==> src/rtl/gray_pkg.sv <==
// Shared Gray-code helpers for the encoder, the decoder and their benches.
// Functions work at GRAY_MAX_W bits; callers zero-extend and truncate to their own width.
package gray_pkg;
    localparam int GRAY_FIFO_DEPTH = 2;
    localparam int GRAY_MAX_W      = 64;

    function automatic logic [GRAY_MAX_W-1:0] bin2gray(input logic [GRAY_MAX_W-1:0] b);
        return b ^ (b >> 1);
    endfunction

    // MSB-first XOR chain; zero upper bits from extension do not disturb the result.
    function automatic logic [GRAY_MAX_W-1:0] gray2bin(input logic [GRAY_MAX_W-1:0] g);
        logic [GRAY_MAX_W-1:0] b;
        b[GRAY_MAX_W-1] = g[GRAY_MAX_W-1];
        for (int k = GRAY_MAX_W-2; k >= 0; k--) begin
            b[k] = b[k+1] ^ g[k];
        end
        return b;
    endfunction
endpackage

==> src/rtl/bin2gray_stream_if.sv <==
// Valid/ready word stream; master drives valid/data, slave drives ready.
interface bin2gray_stream_if #(
    parameter int W = 32
);
    logic         valid;
    logic         ready;
    logic [W-1:0] data;

    modport master (output valid, output data, input ready);
    modport slave  (input valid, input data, output ready);
endinterface

==> src/rtl/gray_fifo2.sv <==
// Two-entry in-order FIFO; head entry is always presented on dout_o.
module gray_fifo2
    import gray_pkg::*;
#(
    parameter int W = 32
) (
    input  logic         clk,
    input  logic         rst,
    input  logic         push_i,
    input  logic [W-1:0] din_i,
    input  logic         pop_i,
    output logic [W-1:0] dout_o,
    output logic         valid_o,
    output logic [1:0]   level_o
);
    logic [W-1:0] head_q, head_d, tail_q, tail_d;
    logic [1:0]   level_q, level_d, after_pop;
    logic         do_push, do_pop;

    assign do_push   = push_i && (level_q != 2'(GRAY_FIFO_DEPTH));
    assign do_pop    = pop_i && (level_q != 2'd0);
    assign after_pop = level_q - 2'(do_pop);

    always_comb begin
        head_d  = head_q;
        tail_d  = tail_q;
        level_d = after_pop + 2'(do_push);
        if (do_pop) begin
            head_d = tail_q;
        end
        // The new word lands in whichever slot is first free once the pop is applied.
        if (do_push) begin
            if (after_pop == 2'd0) head_d = din_i;
            else                   tail_d = din_i;
        end
    end

    always_ff @(posedge clk) begin
        if (rst) begin
            head_q  <= '0;
            tail_q  <= '0;
            level_q <= '0;
        end else begin
            head_q  <= head_d;
            tail_q  <= tail_d;
            level_q <= level_d;
        end
    end

    assign dout_o  = head_q;
    assign valid_o = (level_q != 2'd0);
    assign level_o = level_q;
endmodule

==> src/rtl/bin2gray_stream.sv <==
// Streaming binary-to-Gray encoder with an optional free-running counter source.
// W must not exceed gray_pkg::GRAY_MAX_W.
module bin2gray_stream
    import gray_pkg::*;
#(
    parameter int W = 32
) (
    input  logic             clk,
    input  logic             rst,
    bin2gray_stream_if.slave  in_s,
    bin2gray_stream_if.master out_m,
    input  logic             src_gen,
    input  logic             gen_load,
    input  logic [W-1:0]     gen_value,
    output logic [1:0]       level
);
    logic [W-1:0] cnt_q, cnt_d, src_bin, push_gray, fifo_dout;
    logic         full, push, pop, fifo_valid;
    logic [1:0]   fifo_level;

    assign full       = (fifo_level == 2'(GRAY_FIFO_DEPTH));
    assign in_s.ready = !rst && !src_gen && !full;
    assign pop        = fifo_valid && out_m.ready;

    always_comb begin
        push  = src_gen ? (!full && !gen_load) : (in_s.valid && in_s.ready);
        cnt_d = cnt_q;
        if (gen_load) begin
            cnt_d = gen_value;
        end else if (src_gen && push) begin
            cnt_d = cnt_q + W'(1);
        end
    end

    always_ff @(posedge clk) begin
        if (rst) cnt_q <= '0;
        else     cnt_q <= cnt_d;
    end

    assign src_bin   = src_gen ? cnt_q : in_s.data;
    assign push_gray = W'(bin2gray(GRAY_MAX_W'(src_bin)));

    gray_fifo2 #(.W(W)) u_fifo (
        .clk     (clk),
        .rst     (rst),
        .push_i  (push),
        .din_i   (push_gray),
        .pop_i   (pop),
        .dout_o  (fifo_dout),
        .valid_o (fifo_valid),
        .level_o (fifo_level)
    );

    assign out_m.data  = fifo_dout;
    assign out_m.valid = fifo_valid;
    assign level       = fifo_level;
endmodule

==> src/flat_wrapper.sv <==
// flat-port wrapper written by rule: the top's interface ports become plain ports
module bin2gray_stream_flat import gray_pkg::*;
#(
    parameter int W = 32
)
  (clk, rst, src_gen, gen_load, gen_value, level, in_s_valid, in_s_data, in_s_ready, out_m_valid, out_m_data, out_m_ready);
  bin2gray_stream_if #(.W(W)) in_s_i ();
  bin2gray_stream_if #(.W(W)) out_m_i ();
  input  logic clk;
  input  logic rst;
  input  logic src_gen;
  input  logic gen_load;
  input  logic [W-1:0] gen_value;
  output logic [1:0] level;
  input wire logic [$bits(in_s_i.valid)-1:0] in_s_valid;
  input wire logic [$bits(in_s_i.data)-1:0] in_s_data;
  output wire logic [$bits(in_s_i.ready)-1:0] in_s_ready;
  output wire logic [$bits(out_m_i.valid)-1:0] out_m_valid;
  output wire logic [$bits(out_m_i.data)-1:0] out_m_data;
  input wire logic [$bits(out_m_i.ready)-1:0] out_m_ready;
  assign in_s_i.valid = in_s_valid;
  assign in_s_i.data = in_s_data;
  assign in_s_ready = in_s_i.ready;
  assign out_m_valid = out_m_i.valid;
  assign out_m_data = out_m_i.data;
  assign out_m_i.ready = out_m_ready;
  bin2gray_stream #(.W(W)) u_core (.clk(clk), .rst(rst), .in_s(in_s_i), .out_m(out_m_i), .src_gen(src_gen), .gen_load(gen_load), .gen_value(gen_value), .level(level));
endmodule
==> config.mk <==
export PLATFORM = sky130hd
export DESIGN_NAME = bin2gray_stream_flat
export DESIGN_NICKNAME = d
export VERILOG_FILES = /design/src/rtl/gray_pkg.sv /design/src/rtl/bin2gray_stream_if.sv /design/src/rtl/gray_fifo2.sv /design/src/rtl/bin2gray_stream.sv /design/src/flat_wrapper.sv
export SDC_FILE = /design/constraint.sdc
export NUM_CORES = 1
export LEC_CHECK = 0
export CAP_MARGIN = 20
export CORE_ASPECT_RATIO = 0.9
export CORE_UTILIZATION = 53
export CTS_BUF_LIST = sky130_fd_sc_hd__clkbuf_16
export DETAILED_ROUTE_END_ITERATION = 8
export PLACE_DENSITY = 0.85
export SLEW_MARGIN = 10
export SYNTH_ARGS = -nofsm -noshare
export SYNTH_HDL_FRONTEND = slang
export SYNTH_SLANG_ARGS = --single-unit
==> constraint.sdc <==
create_clock -name clk -period 2.9 [get_ports clk]
set_input_delay 0.58 -clock clk [delete_from_list [all_inputs] [get_ports clk]]
set_output_delay 0.58 -clock clk [all_outputs]
set_load 0.01 [all_outputs]
# ---- Yosys cells after proc, flatten, opt, wreduce, memory -nomap -nowiden
# Cells that the tools add are included.
dict set report word_totals {
  register_bits 98
  inputBits 70
  out_inout_bits 36
  word_cells 34
}
dict set report op_classes {
  reduce_logical 16
  eq_ne 2
  n_bitwise 2
  add_sub_neg 3
  n_mux 7
}
# op n
set op_table {}
lappend op_table {{32-bit 2-to-1 mux} 6}
lappend op_table {{32-bit by 1-bit adder with 32-bit output (second input constant)} 1}
lappend op_table {{32-bit by 31-bit XOR with 32-bit output} 1}
lappend op_table {{1-bit logical AND} 8}
lappend op_table {{1-bit logical NOT} 4}
lappend op_table {{2-bit nonzero test} 2}
lappend op_table {{2-bit by 1-bit adder with 2-bit output} 1}
lappend op_table {{2-bit == test (second input constant)} 1}
lappend op_table {{2-bit logical NOT} 1}
lappend op_table {{2-bit inequality test (second input constant)} 1}
lappend op_table {{2-bit AND reduction} 1}
lappend op_table {{2-bit by 1-bit subtractor with 2-bit output} 1}
lappend op_table {{1-bit 2-to-1 mux} 1}
lappend op_table {{1-bit inverter} 1}

# ---- Depth between registers and ports, before layout
dict set report logic_depth {
  word_depth 8
  ltp_mapped 11
  ltp_nobuf 9
}

# ---- Hierarchy
# Synthesis repeated with hierarchy kept, for this count alone.
dict set report unflattened {
  cells_unflattened 764
  area_unflattened_um2 6070.8
}
# mod instances area_per_inst_um2 seq_area_each_um2 cells_per_inst
set by_module_without_submodules {}
lappend by_module_without_submodules {gray_fifo2 1 3079.2 1321.3 347}
lappend by_module_without_submodules {bin2gray_stream 1 2991.6 640.6 417}

# ---- Worst setup path before layout
# OpenSTA, ideal clock, no wires.
dict set report synth_path {
  path_kind {register to register}
  start {register u_core.u_fifo.level_q[1], in the netlist u_core.u_fifo.level_o[1]}
  end {register u_core.u_fifo.head_q[31], in the netlist u_core.u_fifo.dout_o[31]}
  setup_ns 0.128
  period_less_slack_ns 2.588
  slack_ns 0.312
  t_required_ns 2.772
  n_path_buf 2
  path_stages_with_launch 11
  t_arrival_ns 2.461
  cell_sequence {dfxtp_1 > or2_2 > nand2_1 > buf_2 > inv_1 > ha_1 > xnor2_1 > o2111ai_2 > clkbuf_1 > a21oi_1 > nor2_1}
}
dict set report synth_via {
  elab_chain_len 7
  elab_cells_between_ends 16
  classes_between {add/sub: 1; eq/ne: 2; mux: 4; reduce/logical: 9}
}
# element line
set synth_rtl {}
lappend synth_rtl {{start, declared} gray_fifo2.sv:17} ;# logic [1:0] level_q, level_d, after_pop;
lappend synth_rtl {{start signal, assigned} gray_fifo2.sv:46} ;# level_q <= level_d;
lappend synth_rtl {{2-bit nonzero test *} gray_fifo2.sv:51} ;# assign valid_o = (level_q != 2'd0);
lappend synth_rtl {{net out_m_valid} flat_wrapper.sv:18} ;# output wire logic [$bits(out_m_i.valid)-1:0] out_m_valid;
lappend synth_rtl {{1-bit logical AND} bin2gray_stream.sv:23} ;# assign pop = fifo_valid && out_m.ready;
lappend synth_rtl {{1-bit logical AND *} gray_fifo2.sv:21} ;# assign do_pop = pop_i && (level_q != 2'd0);
lappend synth_rtl {{2-bit by 1-bit subtractor with 2-bit output} gray_fifo2.sv:22} ;# assign after_pop = level_q - 2'(do_pop);
lappend synth_rtl {{2-bit logical NOT} gray_fifo2.sv:33} ;# if (after_pop == 2'd0) head_d = din_i;
lappend synth_rtl {{32-bit 2-to-1 mux} gray_fifo2.sv:33}
lappend synth_rtl {{32-bit 2-to-1 mux *} gray_fifo2.sv:32} ;# if (do_push) begin
lappend synth_rtl {{end signal, assigned} gray_fifo2.sv:40} ;# head_q <= '0;
lappend synth_rtl {{end signal, assigned} gray_fifo2.sv:44} ;# head_q <= head_d;
lappend synth_rtl {{end, declared} gray_fifo2.sv:16} ;# logic [W-1:0] head_q, head_d, tail_q, tail_d;
# Mark *: on every way through the listed nets, which the timed path passes. The rest lies on a longest branch.
# A chain may end at the register's enable or synchronous reset.

# ---- Worst setup path in the final report
dict set report layout_path {
  start {register u_core.u_fifo.level_q[0], in the netlist u_core.u_fifo.level_o[0]}
  end {output port in_s_ready}
}
dict set report layout_via {
  elab_chain_len 3
}
# element line
set layout_rtl {}
lappend layout_rtl {{2-bit == test} bin2gray_stream.sv:21} ;# assign full = (fifo_level == 2'(GRAY_FIFO_DEPTH));
lappend layout_rtl {{1-bit logical NOT} bin2gray_stream.sv:22} ;# assign in_s.ready = !rst && !src_gen && !full;
lappend layout_rtl {{1-bit logical AND} bin2gray_stream.sv:22}
lappend layout_rtl {{end, declared} flat_wrapper.sv:17} ;# output wire logic [$bits(in_s_i.ready)-1:0] in_s_ready;
# No other way between the ends.

==> results.txt <==
In the final layout, the multi-input gates occupy about 0.0032 mm^2. The aggregate routed wire length came out at 13.8 mm. The first global-routing pass estimated around 23 mm of wire.

The worst vdd rail ir drop is 716 uV. The number of filler cells placed in the layout came out at ~800. Summing all placed instances gives a cell area of roughly 0.0066 mm^2. The fraction of the cycle the final worst path needs came out at around 84%. Relative to the synthesized area, the layout overhead comes to 24.9%. Setup violations remaining at the end of the flow were counted as 0. The number of nets in the final layout is about 800. The critical path startpoint category is a flip-flop. Of the cells placed in the final design, the portion with a size suffix greater than 1 is 7.15%. The tightest slew margin relative to the limit came out at 56.1%.

Setup repair after global routing left no endpoint under its margin. The aggregate negative setup slack is 0 ps. The final-report max-slew violation count is 0. The commonest non-fill, non-tap cell in the layout is nand2_1.

The global placement routability congestion is 0.876. The final antenna diode count is 0. The final cell area excluding filler cells came out at ~0.007 mm^2. The number of global-route vias before repair came to roughly 4700. The busiest layer in global routing is met2. The core region is between 0.009 and 0.01 mm^2. The maximum buffer depth of the clock tree came out at 2. The number of placed instances with taps included came out at 865.

Dividing total power by cell area gives a power density of approximately 700 mW/mm^2. The count of cells resized by post-cts repair came out at 0. The combined global-route utilization of all metal layers is roughly a quarter. The initialized floorplan defines 34 standard-cell rows. The design draws approximately 4700 uW. Counting every instance in the synthesized netlist gives between 600 and 700. The via count of the routed design came out at between 4000 and 5000. The floorplan die area came out at between 0.01 and 0.015 mm^2.

Measured on the finished design, the core utilization comes to a little over two thirds. The maximum number of pins on one net before global-route repair is 50. Data on the critical path arrives at its endpoint at between 1500 and 2000 ps.

After clock tree synthesis, the flow added hold-fix buffers numbering 0. The count of nets left with antenna violations once routing finished came out at 0. The clock sink count came out at 98. The met2 usage is 44.2%. Counting I/O delays and the setup requirement, the final critical path takes between 2000 and 2500 ps.

The number of antenna violations at the first check in global routing came out at 0. The average instance in the mapped netlist occupies between 8 and 9 um^2. In this run the worst path has a maximum fanout of 11. The proportion of synthesized flip-flops having asynchronous set or reset came out at 0%. In the final layout, flip-flops and latches occupy roughly 0.0020 mm^2. The die height came out at between 90 and 100 um. The global-route track usage on met1 came out at a little over a third. TritonCTS built the clock tree. In this run, the number of DRC markers left after iteration 0 of detailed routing was 309.

The post-synth design cell area is approximately 0.0055 mm^2. The dominant register cell in the synthesized netlist is dfxtp_1. The reported max-cap violation count came out at 0. The share of the yosys chip area belonging to registers came out at 35.7%. The total overflow left after global routing is 0.

In the layout the commonest cells are nand2_1 (119), clkdlybuf4s50_1 (103), dfxtp_1 (98), nor2_1 (58), xnor2_1 (55). Based on the critical path, the design can be clocked at up to approximately 400 MHz. In the routed design, unresolved DRC markers number 0.

The CTS H-tree depth came out at 3. In the final routed layout, each cell accounts on average for approximately 16 um. During I/O placement, the number of pins put on the boundary was approximately 110. The final instance count without filler cells is slightly below 900. The type of the worst setup path is flip-flop to output pin.

The met3 capacity usage during global routing came out at about 5.3%. The insertion delay to the later sink of the worst-skew pair came out at roughly 340 ps. The tree is rooted in a clkbuf_16. The synthesized design contains just under 100 register bits.

The synthesized netlist net count came out at 754. The critical path data required time came out at 2320 ps. The clock transition at the registers of the reported paths came out at ~70 ps. The final number of hold-violating endpoints is 0.

Using the TritonRoute via totals, the vias-per-cell ratio works out to approximately 5.6. Detailed placement finished with a half-perimeter wire length of around 10 mm. The count of cell types in the netlist is between 50 and 60.

The horizontal extent of the die came out at 109 um. The number of synthesis warnings is 0. The clock buffer count from CTS came out at 9. The analysis attributes to cell leakage a power of about 0.0025 uW. The initial cell density of the core is roughly 56%. The post-CTS setup buffer count is 0. The number of enable flip-flop cells after synthesis is 0.

In this run the worst hold path is classified as flip-flop to flip-flop. The worst setup path is captured at an output pin. At the pin with the least slew margin, the transition time is between 600 and 700 ps. The number of buffers added on ports came out at ~110.

The maximum clock skew at final layout is a little under 9 ps. The number of search-and-repair iterations in the first detailed-routing pass came out at 6. The run finished with clean final reports.
-- final timing paths --
path	slack [ps]	to	cells after the start	startpoint
worst min-delay path	450	u_core.u_fifo.tail_q[11]$_SDFFE_PP0P_	2	u_core.u_fifo.tail_q[11]$_SDFFE_PP0P_
worst max-delay path	470	in_s_ready	4	u_core.u_fifo.level_o[0]$_SDFF_PP0_
worst max register to register	590	u_core.u_fifo.dout_o[4]$_SDFF_PP0_	10	u_core.u_fifo.level_o[1]$_SDFF_PP0_
worst min register to register	450	u_core.u_fifo.tail_q[11]$_SDFFE_PP0P_	2	u_core.u_fifo.tail_q[11]$_SDFFE_PP0P_
-- final cells by class --
type	instances	share of cell area, %
clock buffer	9	3.29
multi-input combinational	511	46.9
timing repair buffer	121	17.7
sequential	98	28.6
clock inverter	7	0.748
inverter	9	0.493
tap	126	2.30
-- flip-flops by register name, summed over array words and instances, names as in the netlist --
| signal | cells |
|---|---|
| u_core.cnt_q | 32 |
| u_core.u_fifo.dout_o | 32 |
| u_core.u_fifo.tail_q | 32 |
| u_core.u_fifo.level_o | 2 |
-- cells by family (layout without fill, tap and decap cells) --
| logic type | after synthesis | count (layout) | synth area share (%) |
|---|---|---|---|
| fa+ha+maj | 2 | 2 | 0.456 |
| flops | 98 | 98 | 35.7 |
| xor+xnor | 88 | 88 | 14.0 |
| mux | 34 | 34 | 6.22 |
| compound gates | 140 | 140 | 16.0 |
| buf+inv | 73 | 146 | 5.97 |
| simple gates | 247 | 247 | 21.6 |
-- cells in the mapped netlist, types with 4 or more instances --
library cell / n / share of area (%)
nand2_1: 120 / 8.2
a311oi_1: 5 / 0.80
nor4_2: 6 / 1.4
dfxtp_1: 98 / 36
xor2_1: 33 / 5.3
buf_4: 9 / 1.2
inv_1: 9 / 0.62
nor4_1: 6 / 0.68
nand4_1: 8 / 0.91
mux2i_1: 33 / 6.0
a211oi_1: 45 / 6.2
nand3_1: 7 / 0.64
o21ai_0: 39 / 3.6
nor2_1: 58 / 4.0
buf_2: 11 / 1.0
nor3_1: 9 / 0.82
a21oi_1: 40 / 3.6
clkbuf_1: 39 / 2.7
or3_1: 6 / 0.68
and2_1: 4 / 0.46
xnor2_1: 55 / 8.8
-- layer usage --
| layer | routed length, um | vias up |
|---|---|---|
| met3 | 678 | 23 |
| met4 | 325 | 0 |
| met1 | 6160 | 2297 |
| met2 | 6620 | 158 |
| li1 | - | 2470 |
| met5 | 0 | - |
-- critical path: stages (launching register included) --
cell and delay [ps]:
dfxtp_1 360, nand2b_1 120, buf_4 220, nor3b_1 240, clkdlybuf4s50_1 580
-- metrics by stage --
stage	hold WS, ps	setup slack, ps
after CTS	457	470
after global routing	477	431
after floorplan	436	312
final	455	471
after detailed placement	447	303
after global placement	441	346
-- report_power, final --
part / total (uW) / internal [uW] / switching (uW)
registers: 1850 / 1640 / 219
clock network: 1110 / 587 / 525
logic: 1730 / 877 / 852
(Power assumes the default switching activity.)
